<file path="config.mk">
export PLATFORM = sky130hd
export DESIGN_NAME = tmv_majority_voter
export DESIGN_NICKNAME = d
export VERILOG_FILES = /design/src/rtl/tmv_majority_voter.sv
export SDC_FILE = /design/constraint.sdc
export NUM_CORES = 1
export LEC_CHECK = 0
export BUFFER_PORTS_ARGS = -buffer_cell sky130_fd_sc_hd__buf_4
export CAP_MARGIN = 20
export CELL_PAD_IN_SITES_DETAIL_PLACEMENT = 2
export CELL_PAD_IN_SITES_GLOBAL_PLACEMENT = 2
export CORE_ASPECT_RATIO = 1.2
export CORE_MARGIN = 2
export CORE_UTILIZATION = 38
export DETAILED_ROUTE_END_ITERATION = 10
export HOLD_SLACK_MARGIN = 0.08
export PLACE_DENSITY_LB_ADDON = 0.15
export SYNTH_ARGS = -nofsm -noshare
export SYNTH_HDL_FRONTEND = slang
export SYNTH_SLANG_ARGS = --single-unit
</file>
<file path="constraint.sdc">
create_clock -name clk -period 2.03 [get_ports clk]
set_input_delay 0 -clock clk [delete_from_list [all_inputs] [get_ports clk]]
set_output_delay 0 -clock clk [all_outputs]
set_load 0.005 [all_outputs]
</file>
<file path="src/rtl/tmv_majority_voter.sv">
// Temporal majority voter for PUF responses.
// Collects VOTES successive WIDTH-bit samples, counts ones per bit, then
// registers the per-bit majority and a per-bit "not unanimous" flag.
// done, vote_out and unstable all update on the edge that closes RESOLVE,
// so a vote aborted in RESOLVE never disturbs the previous result.
module tmv_majority_voter #(
    parameter int WIDTH = 8,
    parameter int VOTES = 5
) (
    input  logic             clk,
    input  logic             rst,
    input  logic             start,
    input  logic             abort,
    input  logic             resp_valid,
    input  logic [WIDTH-1:0] resp_in,
    output logic             resp_ready,
    output logic             busy,
    output logic             done,
    output logic [WIDTH-1:0] vote_out,
    output logic [WIDTH-1:0] unstable
);

    localparam int CNT_W = $clog2(VOTES + 1);

    // An odd vote count guarantees there is never a tie.
    if ((VOTES < 3) || (VOTES > 255) || (VOTES % 2 == 0) || (WIDTH < 1)) begin : g_param_check
        $error("tmv_majority_voter: VOTES must be odd in 3..255 and WIDTH >= 1");
    end

    typedef enum logic [1:0] {
        ST_IDLE    = 2'd0,
        ST_COLLECT = 2'd1,
        ST_RESOLVE = 2'd2
    } state_t;

    state_t                      state_q, state_d;
    logic [CNT_W-1:0]            cnt_q, cnt_d;
    logic [WIDTH-1:0][CNT_W-1:0] ones_q, ones_d;
    logic                        resp_ready_q, resp_ready_d;
    logic                        busy_q, busy_d;
    logic                        done_q, done_d;
    logic [WIDTH-1:0]            vote_out_q, vote_out_d;
    logic [WIDTH-1:0]            unstable_q, unstable_d;
    logic                        accept;

    // Next-state, counter and result computation; outputs are derived from
    // the next state so they are registered alongside it.
    always_comb begin
        state_d    = state_q;
        cnt_d      = cnt_q;
        ones_d     = ones_q;
        done_d     = 1'b0;
        vote_out_d = vote_out_q;
        unstable_d = unstable_q;
        accept     = 1'b0;

        case (state_q)
            ST_IDLE: begin
                if (start && !abort) begin
                    state_d = ST_COLLECT;
                    cnt_d   = '0;
                    ones_d  = '0;
                end
            end
            ST_COLLECT: begin
                if (abort) begin
                    state_d = ST_IDLE;
                end else if (resp_valid && resp_ready_q) begin
                    accept = 1'b1;
                    cnt_d  = cnt_q + CNT_W'(1);
                    for (int b = 0; b < WIDTH; b++) begin
                        ones_d[b] = ones_q[b] + CNT_W'(resp_in[b]);
                    end
                    if (cnt_q == CNT_W'(VOTES - 1)) begin
                        state_d = ST_RESOLVE;
                    end
                end
            end
            ST_RESOLVE: begin
                state_d = ST_IDLE;
                if (!abort) begin
                    done_d = 1'b1;
                    for (int b = 0; b < WIDTH; b++) begin
                        vote_out_d[b] = (ones_q[b] > CNT_W'(VOTES / 2));
                        unstable_d[b] = (ones_q[b] != '0) && (ones_q[b] != CNT_W'(VOTES));
                    end
                end
            end
            default: begin
                state_d = ST_IDLE;
            end
        endcase

        resp_ready_d = (state_d == ST_COLLECT) && !(accept && (state_d != ST_COLLECT));
        busy_d       = (state_d != ST_IDLE);
    end

    // State and output registers with asynchronous reset.
    always_ff @(posedge clk or posedge rst) begin
        if (rst) begin
            state_q      <= ST_IDLE;
            cnt_q        <= '0;
            ones_q       <= '0;
            resp_ready_q <= 1'b0;
            busy_q       <= 1'b0;
            done_q       <= 1'b0;
            vote_out_q   <= '0;
            unstable_q   <= '0;
        end else begin
            state_q      <= state_d;
            cnt_q        <= cnt_d;
            ones_q       <= ones_d;
            resp_ready_q <= resp_ready_d;
            busy_q       <= busy_d;
            done_q       <= done_d;
            vote_out_q   <= vote_out_d;
            unstable_q   <= unstable_d;
        end
    end

    assign resp_ready = resp_ready_q;
    assign busy       = busy_q;
    assign done       = done_q;
    assign vote_out   = vote_out_q;
    assign unstable   = unstable_q;

endmodule
</file>
==> results.py, run 1 <==
metrics = {
    "outcome": {
        "outcome": "completed",
    },
    "floorplan": {
        "fp.coreArea_um2": 5710,
        "ioPinCount": 32,
        "rows": 30,
        "die_w_um": 74.2,
        "start_util_pct": 39.4,
        "die_h_um": 88.3,
        "die_area_um2": 6550,
    },
    "timing": {
        "min_period_over_period_pct": 85.9,
        "fmax_ghz": 0.574,
        "rsz0062_at_grt": "no",
        "relSlewSlack_pct": 50.9,
        "setup_viol": 0,
        "fin_skew_ns": 0.0108,
        "worst_slew_pin_slew_ns": 0.736,
        "fin_setup_tns_ns": 0,
        "report.final.slew_viol_count": 0,
        "hold_violations": 0,
        "fin_crit_ns": 1.74,
    },
    "setup_path": {
        "critPathKind": "reg2reg",
        "crit_chain": "and3_4 > and2_1 > and3_2",
        "crit_fanout": 19,
        "start_kind": "flip-flop",
        "crit_buf_inv": 0,
        "crit_path_end_kind": "flip-flop",
        "critPathTopFamily": "simple AND/OR/NAND/NOR gates",
        "crit_required_ns": 2.27,
        "crit_path_top_delay_cell": "and2_1",
        "arrival_ns": 1.99,
        "cpPeakStageDelay_ns": 0.63,
    },
    "clocking": {
        "clockRootBuffer": "clkbuf_8",
        "ctsResizeCount": 0,
        "clk_pin_slew_ns": 0.09,
        "clock_path_buffers": 2,
        "cts.sinks": 48,
        "cts_tree": "done",
        "cts_max_level": 2,
        "numCtsBuffers": 5,
        "insertion_delay_ns": 0.30,
        "post_cts_buffers": 0,
        "ctsHoldBuffers": 8,
    },
    "power_and_ir_drop": {
        "p_leak_uw": 0.00147,
        "clkPwrFrac_pct": 33.7,
        "power.switching_uw": 432,
        "ir_drop_v": 0.000357,
        "p_int_uw": 1340,
        "sw_frac_of_total_pct": 24.4,
        "p_comb_share_pct": 9.3,
        "power.density_nw_per_um2": 651,
        "p_seq_share_pct": 57.0,
        "finalPower_uw": 1770,
    },
    "synth": {
        "synth_ff_type": "dfrtp_1",
        "syn-num-nets": 223,
        "synth-edff-count": 0,
        "synthTopCellsByCount": "dfrtp_1 (48), nor2_1 (25), a21oi_1 (24), ha_1 (18), a22o_2 (17)",
        "yosysSeqAreaShare_pct": 53.4,
        "avgSynthCellArea_um2": 11.7,
        "yosysMostFrequentCell": "dfrtp_1",
        "syn_area_um2": 2250,
        "synth_cells": 192,
        "synth-seq-cells": 48,
        "synthTopCellsByArea": "dfrtp_1 (53%), ha_1 (10%), a22o_2 (7.6%)",
        "synthDominantCellAreaShare_pct": 53.4,
        "ys.warnings.count": 0,
        "async_reset_ff_share_pct": 100,
        "synth_cell_types": 23,
        "yosysTopAreaCell": "dfrtp_1",
    },
    "grt": {
        "grt_pass1_vias": 1817,
        "grt-ovfl-total": 0,
        "track_usage_pct": 18.3,
        "antenna_found_initial": 0,
        "grt_pass1_wl_um": 9010,
        "grt_max_degree": 49,
    },
    "finish": {
        "fill_cells": 620,
        "final_layout_size_suffix_gt1_share_pct": 28.6,
        "seqCellArea_um2": 1200,
        "antenna_cells": 0,
        "multi_input_area_um2": 968,
        "fin_nets": 264,
        "synthToLayoutAreaGrowth_pct": 20.9,
    },
    "route": {
        "wl_met3_um": 134,
        "met2_length_um": 2850,
        "dr.max_layer_used": "met4",
        "ant_nets": 0,
        "wl_met1_um": 2210,
        "drt_first_pass_iters": 4,
        "routedWlPerCell_um": 16.7,
        "routed_wl_um": 5240,
        "via_per_inst": 5.09,
        "drtIter0Drc": 55,
        "remaining_drc_errors": 0,
        "vias": 1597,
    },
    "placement": {
        "gp_congestion": 0.759,
        "dp_hpwl_um": 3650,
        "port_buffers": 31,
    },
    "job": {
        "cap_violations": 0,
    },
    "worst_hold_path": {
        "holdCritPathClass": "in2reg",
    },
}
cells in the final DEF, fill, tap and decap left out, types with 2 or more instances in the layout:
cell type	n
nand2_1	11
buf_4	35
a22o_2	17
o21ai_0	2
nand3_1	9
inv_1	2
ha_1	18
dfrtp_1	48
nor2_1	25
xor2_1	8
a21oi_1	24
dlygate4sd3_1	8
clkbuf_8	6
mux2i_1	9
cell type report:
class                      instances  area share [%]
tap                               80            3.68
sequential                        48            44.2
clock buffer                       7            3.18
timing repair buffer              43            12.6
multi-input combinational        132            35.6
inverter                           3           0.414
clock inverter                     1           0.276
cell families (layout without fill, tap and decap cells):
family	count (synthesis)	count (layout)	synth area share (%)
simple gates	52	52	11.1
flops	48	48	53.4
compound gates	44	44	14.1
fa+ha+maj	18	18	10.0
buf+inv	12	54	3.78
mux	10	10	4.51
xor+xnor	8	8	3.12
worst min-delay path, stage by stage:
cell and delay (ns):
buf_4 0.08, ha_1 0.13, a22o_2 0.14
metal layers:
metal / up-vias / GRT usage, %
met5: - / 0
met4: 0 / 5.36
met3: 4 / 3.19
met2: 26 / 33.3
met1: 809 / 22.1
li1: 758 / -
registers in the layout, indices dropped and copies added (netlist names):
signal and cells:
resp_ready 1, ones_q 24, state_q 2, busy 1, done 1, unstable 8
cnt_q 3, vote_out 8
power by group through the flow:
stage	registers (uW)	clock network [uW]	logic, uW
5_1_grt	1010	660	188
2_1_floorplan	1020	0	101
3_3_place_gp	1020	0	144
3_5_place_dp	1030	0	157
6_report	1010	596	165
4_1_cts	1010	625	171
final timing paths:
| path | startpoint | end | slack [ns] | cells after the start |
|---|---|---|---|---|
| worst max-delay path | state_q[0]$_DFF_PP0_ | state_q[1]$_DFF_PP0_ | 0.29 | 3 |
| worst min-delay path | resp_in[6] | ones_q[18]$_DFFE_PP0P_ | 0.09 | 3 |
| worst max register to register | state_q[0]$_DFF_PP0_ | state_q[1]$_DFF_PP0_ | 0.29 | 3 |
| worst min register to register | unstable[2]$_DFFE_PP0P_ | unstable[2]$_DFFE_PP0P_ | 0.53 | 2 |
| max in group asynchronous | rst | ones_q[17]$_DFFE_PP0P_ | 1.17 | 4 |
| min in group asynchronous | rst | unstable[5]$_DFFE_PP0P_ | 0.43 | 4 |
metrics by stage:
| stage | cell area (um2) | cells | worst slack [ns] | util, % | hold WS (ns) |
|---|---|---|---|---|---|
| 2_1_floorplan | 2250 | 192 | 0.685 | - | 0.202 |
| 3_3_place_gp | 2540 | 298 | 0.345 | 44.6 | 0.197 |
| 3_5_place_dp | 2540 | 298 | 0.284 | 44.6 | 0.218 |
| 4_1_cts | 2720 | 314 | 0.265 | 47.6 | 0.0839 |
| 5_1_grt | 2720 | 314 | 0.111 | 47.6 | 0.0843 |
| 6_report | 2720 | 314 | 0.287 | 47.6 | 0.0883 |
(Power assumes the default switching activity.)
==> inputs of run 2 (changes only) <==
Settings changed: ABC_CLOCK_PERIOD_IN_PS from default to 1800, CORE_UTILIZATION 38 to 37.
Clock period 2.03 ns to 1.8 ns, I/O delays scaled along.
==> run 2 against run 1 <==
Via count rose by 0.44%. Worst hold slack improved by 0.015 ns. Critical path type unchanged. Largest cell class unchanged. Non-clock buffer count rose by 1. Die area rose by 2.6%. Sequential cell count did not move. Utilization fell by 2.0 points. Global-route usage fell by 0.20 points.
==> results.py, run 2 (same netlist as run 1, synthesis figures left out) <==
metrics = {
    "outcome": {
        "outcome": "completed",
    },
    "worst_hold_path": {
        "whs_path_depth": 3,
        "hold_path_startpoint": "resp_valid",
        "hold_path_end": "state_q[0]$_DFF_PP0_",
        "holdCritPathClass": "in2reg",
    },
    "finish": {
        "layoutNonFillerInstCount": 316,
        "multi_input_area_um2": 970,
        "layout_commonest_cell": "dfrtp_1",
        "fin_nets": 265,
        "synthToLayoutAreaGrowth_pct": 21.3,
        "final_layout_size_suffix_gt1_share_pct": 28.6,
        "fin_util_pct": 45.7,
        "regMostFlops": "ones_q",
        "largest_register_ffs": 24,
        "antenna_cells": 0,
        "seqCellArea_um2": 1200,
        "fill_cells": 646,
        "final_cell_mix": "dfrtp_1 (48), buf_4 (34), nor2_1 (25)",
    },
    "clocking": {
        "clockRootBuffer": "clkbuf_8",
        "cts.sinks": 48,
        "post_cts_buffers": 0,
        "cts_tree": "done",
        "insertion_delay_ns": 0.30,
        "cts_max_level": 2,
        "clk_pin_slew_ns": 0.08,
        "clock_path_buffers": 2,
        "numCtsBuffers": 5,
    },
    "route": {
        "routedWlPerCell_um": 16.8,
        "drt_first_pass_iters": 4,
        "vias": 1604,
        "remaining_drc_errors": 0,
        "drtIter0Drc": 37,
        "ant_nets": 0,
        "routed_wl_um": 5320,
        "via_per_inst": 5.08,
    },
    "job": {
        "cap_violations": 0,
    },
    "setup_path": {
        "crit_required_ns": 2.05,
        "crit_fanout": 18,
        "critPathKind": "reg2reg",
        "start_kind": "flip-flop",
        "crit_path_top_delay_cell": "o21ai_4",
        "r2r-end": "cnt_q[0]$_DFFE_PP0P_",
        "crit_path_end_kind": "flip-flop",
        "critPathLaunch": "state_q[0]$_DFF_PP0_",
        "critPathTopFamily": "compound AO/OA/AOI/OAI gates",
        "reg2reg_slack_ns": 0.25,
        "ff2ff_path_depth": 3,
        "cpPeakStageDelay_ns": 0.50,
        "crit_buf_inv": 0,
        "arrival_ns": 1.80,
        "crit_chain": "and3_4 > o21ai_4 > mux2_2",
        "r2r_start": "state_q[0]$_DFF_PP0_",
    },
    "timing": {
        "rsz0062_at_grt": "no",
        "worst_slew_pin_slew_ns": 0.566,
        "setup_viol": 0,
        "hold_violations": 0,
        "fin_setup_tns_ns": 0,
        "fin_crit_ns": 1.55,
        "fmax_ghz": 0.645,
        "min_period_over_period_pct": 86.2,
        "fin_skew_ns": 0.00492,
        "report.final.slew_viol_count": 0,
        "relSlewSlack_pct": 62.1,
    },
    "grt": {
        "grt-ovfl-total": 0,
        "antenna_found_initial": 0,
        "track_usage_pct": 18.1,
        "grt_pass1_vias": 1764,
        "grt_max_degree": 49,
        "grt_pass1_wl_um": 8930,
    },
    "floorplan": {
        "start_util_pct": 37.6,
        "die_w_um": 75.2,
        "die_area_um2": 6720,
        "rows": 31,
        "fp.coreArea_um2": 5970,
        "ioPinCount": 32,
        "die_h_um": 89.4,
    },
    "placement": {
        "gp_congestion": 0.724,
        "dp.cells": 300,
        "port_buffers": 31,
        "dp_hpwl_um": 3630,
    },
    "power_and_ir_drop": {
        "ir_drop_v": 0.000350,
        "power.density_nw_per_um2": 713,
        "p_leak_uw": 0.00147,
    },
}
run 2: worst min-delay path, stage by stage:
cell and delay (ns):
buf_4 0.09, and4_1 0.21, o21ai_0 0.08
run 2: worst max path at each step:
stage                                  end  slack, ns  cells past startpoint
floorplan           ones_q[10]$_DFFE_PP0P_       0.45                      5
global placement      state_q[1]$_DFF_PP0_       0.10                      3
detailed placement    state_q[1]$_DFF_PP0_      -0.05                      3
CTS                   state_q[1]$_DFF_PP0_       0.21                      3
global route          cnt_q[0]$_DFFE_PP0P_       0.15                      3
finish                cnt_q[0]$_DFFE_PP0P_       0.25                      3
run 2: cell type report:
class / count / share of cell area (%)
repair buffers: 44 / 13.4
flip-flops and latches: 48 / 44.0
inverters: 3 / 0.413
multi-input cells: 132 / 35.6
clock buffers: 6 / 2.66
well taps: 82 / 3.76
clock inverters: 1 / 0.183
run 2: per-layer routing:
layer	vias up	wire, um	track usage [%]	part of all wire (%)
met5	-	0	0	0
met4	0	77	5.74	1.4
met3	6	147	3.83	2.8
met2	22	2860	32.9	54
met1	817	2230	21.1	42
li1	759	-	-	-
run 2: timing repair:
item | 4_1_cts | 5_1_grt
setup endpoints to repair | 19 | 0
hold buffers | 8 | 1
gates resized for setup | 1 | 0
endpoints found under the hold margin | 55 | 1
run 2: power breakdown:
part	leakage [uW]	internal (uW)	switching, uW	total, uW
combinational	0.000769	94.7	97.3	192
clock	0.0000410	265	351	615
sequential	0.000665	1100	33.1	1140
total	0.00147	1460	481	1950
run 2: stage by stage:
stage	setup WS, ns	area [um2]	hold slack, ns	total power (uW)
5_1_grt	0.150	2730	0.119	2050
4_1_cts	0.215	2720	0.0830	1980
3_5_place_dp	-0.0483	2560	0.0730	1340
2_1_floorplan	0.455	2250	0.202	1260
3_3_place_gp	0.102	2560	0.0647	1320
6_report	0.249	2730	0.103	1950
